**config.mk**
```make
export PLATFORM = sky130hd
export DESIGN_NAME = mem_arbiter
export DESIGN_NICKNAME = d
export VERILOG_FILES = /design/src/rtl/mem_arbiter_pkg.sv /design/src/rtl/mem_arbiter_rd_return_pipe.sv /design/src/rtl/mem_arbiter.sv
export SDC_FILE = /design/constraint.sdc
export NUM_CORES = 1
export LEC_CHECK = 0
export CORE_AREA = 2 2 118 120
export CTS_CLUSTER_DIAMETER = 150
export DETAILED_ROUTE_END_ITERATION = 6
export DIE_AREA = 0 0 120 122
export PLACE_DENSITY_LB_ADDON = 0.12
export SLEW_MARGIN = 20
export SYNTH_ARGS = -nofsm -noshare
export SYNTH_HDL_FRONTEND = slang
export SYNTH_SLANG_ARGS = --single-unit
```
**constraint.sdc**
```tcl
create_clock -name clk -period 2.02 [get_ports clk]
set_input_delay 0.404 -clock clk [delete_from_list [all_inputs] [get_ports clk]]
set_output_delay 0.404 -clock clk [all_outputs]
set_load 0.05 [all_outputs]
```
**src/rtl/mem_arbiter_pkg.sv**
```systemverilog
// ---------------------------------------------------------------------------
// mem_arbiter_pkg
// Shared definitions for the two-port memory arbiter:
//   arb_state_e : arbitration FSM states (RR, LOCKED, FORCE)
//   PORT_CPU    : port id of the CPU data port (port 0)
//   PORT_LOAD   : port id of the program loader / debug port (port 1)
// ---------------------------------------------------------------------------
package mem_arbiter_pkg;

    typedef enum logic [1:0] {
        RR     = 2'd0,
        LOCKED = 2'd1,
        FORCE  = 2'd2
    } arb_state_e;

    localparam logic PORT_CPU  = 1'b0;
    localparam logic PORT_LOAD = 1'b1;

endpackage

```
**src/rtl/mem_arbiter_rd_return_pipe.sv**
```systemverilog
// ---------------------------------------------------------------------------
// rd_return_pipe
// One-stage read-return pipeline. Records (valid, port id) of a read grant
// and, one cycle later, raises the matching rvalid and routes mem_rdata to
// that port. Data outputs are forced to 0 whenever their rvalid is low.
// Ports:
//   clk, rst        : clock, asynchronous active-high reset
//   rd_fire_i       : a read was granted this cycle
//   rd_id_i         : port id of that read grant
//   mem_rdata_i     : synchronous-read data from memory
//   rvalid0_o/1_o   : read data valid per port
//   rdata0_o/1_o    : read data per port
// ---------------------------------------------------------------------------
module rd_return_pipe
    import mem_arbiter_pkg::*;
#(
    parameter int unsigned DATA_W = 32
) (
    input  logic              clk,
    input  logic              rst,
    input  logic              rd_fire_i,
    input  logic              rd_id_i,
    input  logic [DATA_W-1:0] mem_rdata_i,
    output logic              rvalid0_o,
    output logic              rvalid1_o,
    output logic [DATA_W-1:0] rdata0_o,
    output logic [DATA_W-1:0] rdata1_o
);

    logic valid_q;
    logic id_q;

    // Reset clears valid so an in-flight read is dropped.
    always_ff @(posedge clk or posedge rst) begin
        if (rst) begin
            valid_q <= 1'b0;
            id_q    <= PORT_CPU;
        end else begin
            valid_q <= rd_fire_i;
            id_q    <= rd_id_i;
        end
    end

    always_comb begin
        rvalid0_o = valid_q && (id_q == PORT_CPU);
        rvalid1_o = valid_q && (id_q == PORT_LOAD);
        rdata0_o  = rvalid0_o ? mem_rdata_i : '0;
        rdata1_o  = rvalid1_o ? mem_rdata_i : '0;
    end

endmodule

```
**src/rtl/mem_arbiter.sv**
```systemverilog
// ---------------------------------------------------------------------------
// mem_arbiter
// Two-port arbiter in front of a single synchronous-read memory.
// Port 0 is the CPU data port, port 1 the program loader / debug port.
// Round-robin on conflicts; port 1 may lock the memory with lock1, bounded
// by LOCK_MAX consecutive grants after which port 0 is served once.
// Ports:
//   clk, rst                   : clock, asynchronous active-high reset
//   req0/1, we0/1              : request, write enable per port
//   addr0/1, wdata0/1          : address, write data per port
//   lock1                      : port 1 requests exclusive ownership
//   gnt0/1                     : combinational grant per port
//   rvalid0/1, rdata0/1        : read return per port (one cycle after grant)
//   stall0                     : req0 high without gnt0
//   mem_en/we/addr/wdata       : memory command
//   mem_rdata                  : memory read data (one cycle after read)
// ---------------------------------------------------------------------------
module mem_arbiter
    import mem_arbiter_pkg::*;
#(
    parameter int unsigned ADDR_W   = 32,
    parameter int unsigned DATA_W   = 32,
    parameter int unsigned LOCK_MAX = 16
) (
    input  logic              clk,
    input  logic              rst,
    input  logic              req0,
    input  logic              req1,
    input  logic              we0,
    input  logic              we1,
    input  logic [ADDR_W-1:0] addr0,
    input  logic [ADDR_W-1:0] addr1,
    input  logic [DATA_W-1:0] wdata0,
    input  logic [DATA_W-1:0] wdata1,
    input  logic              lock1,
    output logic              gnt0,
    output logic              gnt1,
    output logic              rvalid0,
    output logic              rvalid1,
    output logic [DATA_W-1:0] rdata0,
    output logic [DATA_W-1:0] rdata1,
    output logic              stall0,
    output logic              mem_en,
    output logic              mem_we,
    output logic [ADDR_W-1:0] mem_addr,
    output logic [DATA_W-1:0] mem_wdata,
    input  logic [DATA_W-1:0] mem_rdata
);

    localparam int unsigned          CNT_W   = $clog2(LOCK_MAX + 1);
    localparam logic [CNT_W-1:0]     CNT_MAX = CNT_W'(LOCK_MAX);
    localparam logic [CNT_W-1:0]     CNT_ONE = CNT_W'(1);

    arb_state_e       state_q, state_d;
    logic             last_gnt_q, last_gnt_d;
    logic [CNT_W-1:0] cnt_q, cnt_d;

    logic gnt0_raw, gnt1_raw;
    logic at_max;
    logic rd_fire, rd_id;

    always_ff @(posedge clk or posedge rst) begin
        if (rst) begin
            state_q    <= RR;
            last_gnt_q <= PORT_LOAD;
            cnt_q      <= '0;
        end else begin
            state_q    <= state_d;
            last_gnt_q <= last_gnt_d;
            cnt_q      <= cnt_d;
        end
    end

    // Next state and raw grants. A LOCKED cycle with lock1 low is arbitrated
    // exactly like RR, so both share the final branch.
    always_comb begin
        gnt0_raw = 1'b0;
        gnt1_raw = 1'b0;
        state_d  = state_q;
        cnt_d    = cnt_q;
        at_max   = (cnt_q >= CNT_MAX);

        if (state_q == FORCE) begin
            // Port 1 blocked; serve port 0 once, or give up if it left.
            cnt_d = '0;
            if (req0) begin
                gnt0_raw = 1'b1;
                state_d  = lock1 ? LOCKED : RR;
            end else begin
                state_d = RR;
            end
        end else if (state_q == LOCKED && lock1) begin
            // Once at the limit with port 0 waiting, port 1 is held off.
            if (req1 && !(at_max && req0)) begin
                gnt1_raw = 1'b1;
                if (!at_max) begin
                    cnt_d = cnt_q + CNT_ONE;
                end
            end
            state_d = (req0 && (cnt_d >= CNT_MAX)) ? FORCE : LOCKED;
        end else begin
            if (req0 && req1) begin
                if (last_gnt_q == PORT_LOAD) begin
                    gnt0_raw = 1'b1;
                end else begin
                    gnt1_raw = 1'b1;
                end
            end else begin
                gnt0_raw = req0;
                gnt1_raw = req1;
            end
            if (gnt1_raw && lock1) begin
                state_d = LOCKED;
                cnt_d   = CNT_ONE;
            end else begin
                state_d = RR;
                cnt_d   = '0;
            end
        end
    end

    always_comb begin
        last_gnt_d = last_gnt_q;
        if (gnt0_raw) begin
            last_gnt_d = PORT_CPU;
        end else if (gnt1_raw) begin
            last_gnt_d = PORT_LOAD;
        end
    end

    // Outputs are held quiet for the whole reset interval.
    always_comb begin
        gnt0   = gnt0_raw && !rst;
        gnt1   = gnt1_raw && !rst;
        stall0 = req0 && !gnt0;
        mem_en = gnt0 || gnt1;
        if (gnt0) begin
            mem_we    = we0;
            mem_addr  = addr0;
            mem_wdata = wdata0;
        end else if (gnt1) begin
            mem_we    = we1;
            mem_addr  = addr1;
            mem_wdata = wdata1;
        end else begin
            mem_we    = 1'b0;
            mem_addr  = '0;
            mem_wdata = '0;
        end
        rd_fire = (gnt0 && !we0) || (gnt1 && !we1);
        rd_id   = gnt1 ? PORT_LOAD : PORT_CPU;
    end

    rd_return_pipe #(
        .DATA_W (DATA_W)
    ) u_rd_return_pipe (
        .clk         (clk),
        .rst         (rst),
        .rd_fire_i   (rd_fire),
        .rd_id_i     (rd_id),
        .mem_rdata_i (mem_rdata),
        .rvalid0_o   (rvalid0),
        .rvalid1_o   (rvalid1),
        .rdata0_o    (rdata0),
        .rdata1_o    (rdata1)
    );

endmodule

```
==> metrics.csv <==
metric;value;unit
status;complete, but fails checks;
violations;setup timing;
drc;0;
fmax;0.417;GHz
netlist.area_leader.share;36.2;%
viasPerCell;4.48;
grt_setup_unrepaired;yes;
p_int;1.58;mW
combPwrFrac;77.4;%
synth_area_leaders;a32o_1 (36%), dfrtp_1 (13%), and2_1 (12%);
final_nets;704;
drt-initial-drc-count;95;
yosysMostFrequentCell;a32o_1;
ys_top_cells_by_count;a32o_1 (65), and2_1 (35), and3_1 (32);
dr_wl_met3;1230;um
routedWlPerCell;19.0;um
yosysWarnings;0;
yosysSeqAreaShare;14.0;%
first_global_vias;3298;
clockBufferDepth;2;
power.switching;1.16;mW
post-route-min-period;2400;ps
layout_setup_ws;-377;ps
wl_met2;7250;um
diodes;0;
ir_drop;0.273;mV
drt_pass1_iterations;4;
antenna_found_initial;0;
synth_edf_count;0;
cts-htree-levels;1;
async_flop_share;100;%
hpwlAfterDp;10400;um
setup.worst_path.start_class;flip-flop;
fin_crit_sh;119;%
cts_tree;done;
required;1620;ps
cp.arrival;1990;ps
end_kind;primary output;
synth_area_per_cell;8.36;um2
pwr-share-clk;14.2;%
post-route-util;48.9;%
maxSlewHeadroom;74.3;%
ant_nets;0;
highest-signal-layer;met4;
switching_share;42.4;%
placed_cell_area;0.00597;mm2
syn_inst;215;
die_area;0.0146;mm2
finClkSkew;1.35;ps
gr-total-overflow;0;
m1WireLength;4870;um
cts_sinks;10;
path_class;reg -> out;
hold_class;reg -> reg;
setup_viol;69;
start_util;13.3;%
hold_buffers;0;
num_vias;3202;
port-buffer-count;301;
die-height;122;um
grt_pass1_wl;19200;um
cts_buffers;3;
grt_max_degree;36;
seqPwrFrac;8.4;%
ys_ff_latch;10;
coreArea;0.0135;mm2
worstPathMaxFanout;15;
worstMarginPinSlew;385;ps
clock_latency;230;ps
cap_violations;0;
yosys.area.top_type;a32o_1;
clk_pin_slew_worst_paths;40;ps
cts.root.buffer_cell;clkbuf_16;
hold_ws;485;ps
synth_area;0.00180;mm2
area_delta_synth_final;267;%
syn-num-nets;384;
synth_top_flop_cell;dfrtp_1;
final_cells;714;
final_max_slew_viol_count;0;
die_w;120;um
placementRows;43;
dp.cells;691;
power.density;414;mW/mm2
wl;13500;um
grtUsageTotal;16.8;%
fin_area;0.00660;mm2
gp_congestion;0.794;
ioPinCount;302;
hold_viol_final;0;
synth_cell_type_count;32;
drive_gt1_share;48.7;%
leakage;3.09;nW
==> layer usage <==
| layer | GRT usage, % | up-vias |
|---|---|---|
| met2 | 32.1 | 194 |
| met3 | 4.63 | 10 |
| li1 | - | 1508 |
| met1 | 18.6 | 1490 |
| met5 | 0 | - |
| met4 | 3.09 | 0 |
==> kinds of logic (layout without fill, tap and decap cells) <==
family	Yosys count	after routing	share of synthesized area (%)
buffers and inverters	37	356	11.8
flip-flops	10	10	14.0
XOR/XNOR	3	3	1.46
AO/OA/AOI/OAI	76	76	41.6
AND/OR/NAND/NOR	87	87	29.7
adder cells (fa/ha/maj)	2	2	1.39
==> registers in the layout, summed over array words and instances (netlist names) <==
| register | count |
|---|---|
| last_gnt_q | 1 |
| state_q | 2 |
| cnt_q | 5 |
| u_rd_return_pipe.id_q | 1 |
| u_rd_return_pipe.valid_q | 1 |
==> path summary, 6_finish.rpt <==
| path | from | end | slack, ps | cells past startpoint |
|---|---|---|---|---|
| setup / recovery | state_q[1] | mem_wdata[13] | -380 | 9 |
| min in group asynchronous | rst | cnt_q[0] | 620 | 3 |
| hold reg to reg | last_gnt_q | last_gnt_q | 490 | 2 |
| setup reg to reg | state_q[0] | u_rd_return_pipe.valid_q | 390 | 7 |
| hold / removal | last_gnt_q | last_gnt_q | 490 | 2 |
| max in group asynchronous | rst | last_gnt_q | 1180 | 3 |
==> layout make-up <==
| cell class | instances | area (um2) |
|---|---|---|
| clock buffer | 4 | 88.8 |
| fill | 1240 | 6900 |
| inverter | 7 | 33.8 |
| multi-input combinational | 168 | 1450 |
| sequential | 10 | 253 |
| tap | 180 | 225 |
| timing repair buffer | 345 | 4550 |
==> metrics by stage <==
stage | total power, mW | setup TNS (ps) | worst slack, ps
6_report | 2.74 | -23080 | -377
2_1_floorplan | 1.18 | -3980 | -175
3_3_place_gp | 2.14 | -37820 | -573
3_5_place_dp | 2.15 | -39400 | -595
4_1_cts | 2.73 | -24610 | -392
5_1_grt | 2.85 | -27240 | -437
==> power by group through the flow <==
stage,logic (mW),registers (mW),clock network (mW)
5_1_grt,2.21,0.231,0.408
2_1_floorplan,0.945,0.231,0
3_5_place_dp,1.92,0.231,0
4_1_cts,2.10,0.229,0.400
6_report,2.12,0.229,0.389
3_3_place_gp,1.91,0.230,0
==> cells in the final DEF, fill, tap and decap left out, types with 2 or more instances in the layout <==
| cell | instances |
|---|---|
| clkdlybuf4s50_1 | 163 |
| buf_12 | 94 |
| a32o_2 | 65 |
| buf_6 | 53 |
| and2_1 | 34 |
| and3_1 | 32 |
| buf_4 | 22 |
| dfrtp_1 | 8 |
| buf_16 | 6 |
| inv_1 | 5 |
| nor2_1 | 5 |
| clkbuf_16 | 5 |
| nand2_1 | 3 |
| nor2b_1 | 2 |
| nand2b_1 | 2 |
| nand4_1 | 2 |
| a21oi_4 | 2 |
| xor2_1 | 2 |
| ha_1 | 2 |
| dlygate4sd2_1 | 2 |
| buf_8 | 2 |
==> worst max-delay path: stages (launching register included) <==
cell	delay, ps
dfrtp_1	390
nand3b_4	170
buf_6	120
buf_6	110
o311ai_4	80
nand2b_4	220
inv_8	70
buf_16	160
a32o_2	260
buf_12	150
==> repair_timing <==
action / in CTS / in global routing
pin swaps: 8 / 3
endpoints found under the setup margin: 69 / 69
setup buffers: 9 / 3
resized for setup: 71 / 9
gates cloned: 6 / 3
hold endpoints to repair: 0 / 0
No activity file was read; power rests on OpenSTA's default activity.
